`src/rtl/mem_bus_pkg.sv`:
```
// rtl/mem_bus_pkg.sv - shared memory bus address map, requester indices and arbiter widths
package mem_bus_pkg;

  localparam int unsigned MEMORY_SIZE = 32'h0001_0000;

  localparam logic [31:0] ADDRESS_MTIME           = 32'h8000_0000;
  localparam logic [31:0] ADDRESS_MTIMEH          = 32'h8000_0004;
  localparam logic [31:0] ADDRESS_MTIMECMP        = 32'h8000_0008;
  localparam logic [31:0] ADDRESS_MTIMECMPH       = 32'h8000_000C;
  localparam logic [31:0] ADDRESS_LED             = 32'h8000_0010;
  localparam logic [31:0] ADDRESS_USB_CONTROL     = 32'h8000_0020;
  localparam logic [31:0] ADDRESS_USB_DATA_BUFFER = 32'hC000_0000;
  localparam int unsigned USB_DATA_BUFFER_SIZE    = 1024;

  // Requester indices double as the value stored in last_grant / resp_owner.
  localparam logic REQ_CPU = 1'b0;
  localparam logic REQ_USB = 1'b1;

  localparam int STREAK_WIDTH = 8;

endpackage

```
`src/rtl/mem_bus_grant.sv`:
```
// rtl/mem_bus_grant.sv - contention decision with last_grant and streak registers
// Build option: ARBITER_ROUND_ROBIN_EN selects round-robin; default is fixed priority to requester 0.
module mem_bus_grant
  import mem_bus_pkg::*;
#(
  parameter int MAX_STREAK = 8
) (
  input  logic clk24,
  input  logic reset,
  input  logic req0_valid,
  input  logic req1_valid,
  output logic grant0,
  output logic grant1
);

  localparam logic [STREAK_WIDTH-1:0] STREAK_LIMIT = MAX_STREAK[STREAK_WIDTH-1:0];
  localparam logic [STREAK_WIDTH-1:0] STREAK_ONE   = {{(STREAK_WIDTH-1){1'b0}}, 1'b1};

  logic                    last_grant;
  logic [STREAK_WIDTH-1:0] streak;
  logic                    contended;
  logic                    preferred;
  logic                    guard_hit;
  logic                    winner;

  always_comb begin
    contended = req0_valid && req1_valid;
`ifdef ARBITER_ROUND_ROBIN_EN
    preferred = ~last_grant;
`else
    preferred = REQ_CPU;
`endif
    // Once one requester has won MAX_STREAK contended cycles in a row, the other gets one turn.
    guard_hit = (streak >= STREAK_LIMIT) && (preferred == last_grant);
    winner    = guard_hit ? ~last_grant : preferred;

    grant0 = 1'b0;
    grant1 = 1'b0;
    if (!reset) begin
      if (contended) begin
        grant0 = (winner == REQ_CPU);
        grant1 = (winner == REQ_USB);
      end else begin
        grant0 = req0_valid;
        grant1 = req1_valid;
      end
    end
  end

  always_ff @(posedge clk24) begin
    if (reset) begin
      last_grant <= REQ_USB;
      streak     <= '0;
    end else if (contended) begin
      last_grant <= winner;
      streak     <= (winner == last_grant) ? streak + STREAK_ONE : STREAK_ONE;
    end else if (req0_valid || req1_valid) begin
      last_grant <= req1_valid ? REQ_USB : REQ_CPU;
      streak     <= '0;
    end
  end

endmodule

```
`src/rtl/mem_bus_arbiter.sv`:
```
// rtl/mem_bus_arbiter.sv - two-requester single-port memory bus arbiter with 1-cycle read return
// Build option: ARBITER_ROUND_ROBIN_EN (forwarded to mem_bus_grant) selects round-robin contention.
module mem_bus_arbiter
  import mem_bus_pkg::*;
#(
  parameter int ADDRESS_WIDTH = 32,
  parameter int DATA_WIDTH    = 32,
  parameter int MAX_STREAK    = 8
) (
  input  logic                     clk24,
  input  logic                     reset,

  input  logic                     req0_valid,
  output logic                     req0_ready,
  input  logic [ADDRESS_WIDTH-1:0] req0_address,
  input  logic [DATA_WIDTH-1:0]    req0_write_value,
  input  logic [DATA_WIDTH/8-1:0]  req0_write_sections,
  output logic [DATA_WIDTH-1:0]    req0_read_value,
  output logic                     req0_read_valid,

  input  logic                     req1_valid,
  output logic                     req1_ready,
  input  logic [ADDRESS_WIDTH-1:0] req1_address,
  input  logic [DATA_WIDTH-1:0]    req1_write_value,
  input  logic [DATA_WIDTH/8-1:0]  req1_write_sections,
  output logic [DATA_WIDTH-1:0]    req1_read_value,
  output logic                     req1_read_valid,

  output logic                     mem_enable,
  output logic [ADDRESS_WIDTH-1:0] mem_address,
  output logic [DATA_WIDTH-1:0]    mem_write_value,
  output logic [DATA_WIDTH/8-1:0]  mem_write_sections,
  input  logic [DATA_WIDTH-1:0]    mem_read_value
);

  logic grant0;
  logic grant1;
  logic resp_owner;
  logic resp_read;

  mem_bus_grant #(
    .MAX_STREAK (MAX_STREAK)
  ) u_grant (
    .clk24      (clk24),
    .reset      (reset),
    .req0_valid (req0_valid),
    .req1_valid (req1_valid),
    .grant0     (grant0),
    .grant1     (grant1)
  );

  assign req0_ready = grant0;
  assign req1_ready = grant1;

  always_comb begin
    mem_enable         = 1'b0;
    mem_address        = '0;
    mem_write_value    = '0;
    mem_write_sections = '0;
    if (grant0) begin
      mem_enable         = 1'b1;
      mem_address        = req0_address;
      mem_write_value    = req0_write_value;
      mem_write_sections = req0_write_sections;
    end else if (grant1) begin
      mem_enable         = 1'b1;
      mem_address        = req1_address;
      mem_write_value    = req1_write_value;
      mem_write_sections = req1_write_sections;
    end
  end

  always_ff @(posedge clk24) begin
    if (reset) begin
      resp_owner <= REQ_CPU;
      resp_read  <= 1'b0;
    end else begin
      resp_read <= mem_enable && (mem_write_sections == '0);
      if (mem_enable) begin
        resp_owner <= grant1 ? REQ_USB : REQ_CPU;
      end
    end
  end

  // Reset gates the response combinationally so a read granted just before reset is dropped.
  always_comb begin
    req0_read_valid = 1'b0;
    req1_read_valid = 1'b0;
    req0_read_value = '0;
    req1_read_value = '0;
    if (resp_read && !reset) begin
      if (resp_owner == REQ_USB) begin
        req1_read_valid = 1'b1;
        req1_read_value = mem_read_value;
      end else begin
        req0_read_valid = 1'b1;
        req0_read_value = mem_read_value;
      end
    end
  end

endmodule

```
`config.mk`:
```
export PLATFORM = sky130hd
export DESIGN_NAME = mem_bus_arbiter
export DESIGN_NICKNAME = d
export VERILOG_FILES = /design/src/rtl/mem_bus_pkg.sv /design/src/rtl/mem_bus_grant.sv /design/src/rtl/mem_bus_arbiter.sv
export SDC_FILE = /design/constraint.sdc
export NUM_CORES = 1
export LEC_CHECK = 0
export CORE_AREA = 2 2 121 123
export CTS_CLUSTER_SIZE = 40
export DETAILED_ROUTE_END_ITERATION = 8
export DIE_AREA = 0 0 123 125
export GPL_TIMING_DRIVEN = 0
export PLACE_DENSITY_LB_ADDON = 0.08
export SLEW_MARGIN = 40
export SYNTH_ARGS = -nofsm -noshare
export SYNTH_HDL_FRONTEND = slang
export SYNTH_SLANG_ARGS = --single-unit
```
`constraint.sdc`:
```
create_clock -name clk24 -period 1.77 [get_ports clk24]
set_input_delay 0.2655 -clock clk24 [delete_from_list [all_inputs] [get_ports clk24]]
set_output_delay 0.2655 -clock clk24 [all_outputs]
set_load 0.02 [all_outputs]
```
==> flow_summary.ini, run 1 <==
[clocking]
h-tree-depth = 1
clk-insertion-delay-late_ns = 0.24
cts_tree = yes
hold_buffers = 0
path_clk_slew_ns = 0.04
clockBufferDepth = 2
cts_buffers = 3
cts_root_buffer = clkbuf_16
clock-sinks = 11

[worst_setup_path]
r2r-end = resp_read$_SDFF_PP0_
required_ns = 1.50
path_class = reg2out
end_kind = output pin
r2r-start = u_grant.streak[3]$_SDFFE_PP0P_
crit_fanout = 10
worstPathArrival_ns = 2.02
r2r_cells = 7
rrSetupSlack_ns = -0.11
start_kind = register

[synthesis]
synth_edf_count = 0
synth.yosys.seq_area_share_pct = 12.8
synth_flop_cell = dfxtp_1
yosysWarnings = 0
syn_avg_cell_area_sq_um = 7.70
synthCells = 224
synth_cell_types = 39
syn-num-nets = 398
synth-seq-cells = 11
async_flop_share_pct = 0
syn_area_sq_um = 1720

[floorplanning]
rows = 44
dieWidth_um = 123
die_y_um = 125
core_sq_um = 14200
io_pins = 309
initial_core_util_pct = 12.1
die-area_sq_um = 15400

[run]
maxCapViolCount = 0

[min_path]
min_to = u_grant.streak[6]$_SDFFE_PP0P_
worstHoldStart = req0_valid
holdPathStages = 2
hold_class = in2reg

[grt]
antenna_found_initial = 0
grt_pass1_vias = 2973
grt_start_max_net_pins = 11
grtUsageTotal_pct = 15.0
grt_overflow_total = 0
grt_pass1_wl_mm = 17.7

[timing]
setup_ws_ns = -0.512
fin_hold_ws_ns = 0.355
relSlewSlack_pct = 72.2
finalSetupViolCount = 71
max_freq_mhz = 438
report.final.slew_viol_count = 0
worst_pin_slew_ns = 0.414
rsz0062_at_grt = true
finalCritPeriodShare_pct = 129
clock_skew_ns = 0.00307
hold_violations = 0
period_minus_slack_ns = 2.28

[final_layout]
drive_gt1_share_pct = 37.7
fillCellCount = 1501
final_core_util_pct = 37.1
syn2layout_area_growth_pct = 206
antenna_cells = 0
nets = 726

[routing]
drt_first_pass_iters = 4
wirelength_mm = 12.9
wl_per_cell_um = 17.5
drc = 0
drt_iter0_markers = 59
vias = 3029
postRouteAntennaNets = 0
viasPerCell = 4.12

[place]
dp_hpwl_mm = 10.6
gp_congestion = 0.815
portBuffers = 306
pre_cts_ws_ns = -1.08

[run_status]
status = complete, but fails checks
failed_checks = negative setup slack

[power]
ir_worst_vdd_mv = 0.257
leakage_nw = 2.39
cellPowerDensity_nw_per_um2 = 314
==> how the worst max path moves through the flow <==
stage | slack [ns] | start | end | depth (start not counted)
after floorplan | -0.05 | u_grant.streak[7]$_SDFFE_PP0P_ | mem_address[0] | 5
after global placement | -1.05 | u_grant.streak[3]$_SDFFE_PP0P_ | mem_address[18] | 7
after detailed placement | -1.08 | u_grant.streak[3]$_SDFFE_PP0P_ | mem_address[18] | 7
after CTS | -0.59 | u_grant.streak[3]$_SDFFE_PP0P_ | mem_write_sections[3] | 7
after global routing | -0.57 | u_grant.streak[3]$_SDFFE_PP0P_ | mem_address[11] | 7
final | -0.51 | u_grant.streak[3]$_SDFFE_PP0P_ | mem_address[22] | 7
==> registers in the layout, indices dropped and copies added (netlist names) <==
name and cells:
resp_owner 1, resp_read 1, u_grant.streak 8, u_grant.last_grant 1
==> stage by stage <==
step | cell area, sq um | total power (W) | setup TNS, ns | std cells
global route | 5270 | 0.00174 | -36.94 | 735
floorplan | 1820 | 0.000588 | -2.85 | 224
CTS | 5220 | 0.00163 | -35.47 | 733
global placement | 5110 | 0.00122 | -122.01 | 714
finish | 5270 | 0.00166 | -33.01 | 735
detailed placement | 5110 | 0.00122 | -121.56 | 714
==> report_power, final <==
part           switching (W)  leakage (nW)  internal, W  total (W)
Clock               0.000113        0.0382     0.000303   0.000416
Combinational       0.000383          2.26     0.000600   0.000983
Sequential        0.00000534        0.0915     0.000252   0.000258
Total               0.000501          2.39      0.00115    0.00166
==> cell usage in the layout (no fill, tap or decap), types with 2 or more instances in the layout <==
cell type        instances
clkdlybuf4s50_1        168
nor3_4                   2
dlygate4sd2_1            5
inv_1                    3
ha_1                     2
clkbuf_16                3
buf_4                   14
xor2_1                   2
and2_4                   7
dfxtp_2                  3
clkbuf_2                31
nand3b_1                 2
clkbuf_8                 2
nor3_1                   3
and2_1                  57
a21oi_1                  3
nor2_4                   2
a22o_4                  10
xnor2_1                  2
buf_6                   64
nand2_1                  5
dfxtp_1                  7
a22o_1                  58
o2111ai_1                2
nand2b_1                 2
buf_2                   40
nor2_1                   9
clkdlybuf4s15_2         17
==> Yosys cell counts (all sizes together) (2+ instances only) <==
master / n / area (sq um)
a22o: 68 / 596
and2: 64 / 400
buf: 16 / 87.6
dfxtp: 11 / 220
nor2: 11 / 43.8
clkbuf: 7 / 26.3
nand2: 5 / 18.8
nor3: 5 / 30.0
a21oi: 4 / 20.0
inv: 4 / 15.0
ha: 2 / 25.0
nand2b: 2 / 12.5
nand3b: 2 / 15.0
o2111ai: 2 / 17.5
or3: 2 / 17.5
xnor2: 2 / 17.5
xor2: 2 / 17.5
==> logic make-up after synthesis <==
logic type      Yosys count  synth area share [%]
xor+xnor                  4                  2.03
compound gates           83                  42.2
flops                    11                  12.8
buf+inv                  27                  7.47
simple gates             97                  34.0
fa+ha+maj                 2                  1.45
==> cell type report <==
cell class / instances / area (sq um) / share of cell area, %
flip-flops and latches: 11 / 228 / 4.32
plain buffers: 21 / 181 / 3.44
well taps: 184 / 230 / 4.37
inverters: 4 / 15.0 / 0.285
multi-input cells: 187 / 1550 / 29.4
clock buffers: 4 / 78.8 / 1.50
repair buffers: 324 / 2990 / 56.7
==> metal layers <==
metal	vias to the layer above	track usage (%)	part of all wire, %
met5	-	0	0
met4	0	2.47	1.5
met3	10	3.42	7.7
met2	134	29.3	53
met1	1387	16.2	38
li1	1498	-	-
==> critical path, stage by stage, from the launching register on <==
cell and delay [ns]:
dfxtp_4 0.35, or3_4 0.40, o311ai_4 0.22, buf_6 0.16, nor2_4 0.07, buf_8 0.17, a22o_4 0.24, buf_2 0.15
==> timing repair <==
item,in CTS,in global routing
endpoints found under the hold margin,0,0
endpoints found under the setup margin,138,132
pin swaps,19,16
buffers inserted,13,2
cloned,2,4
resized for setup,550,111
(Power assumes the default switching activity.)
==> inputs of run 2 (changes only) <==
--- a/config.mk
+++ b/config.mk
@@ -6,7 +6,6 @@
 export NUM_CORES = 1
 export LEC_CHECK = 0
 export CORE_AREA = 2 2 121 123
-export CTS_CLUSTER_SIZE = 40
 export DETAILED_ROUTE_END_ITERATION = 8
 export DIE_AREA = 0 0 123 125
 export GPL_TIMING_DRIVEN = 0
==> results of run 2 <==
No change in the layout: final DEF, timing and power equal those of run 1.
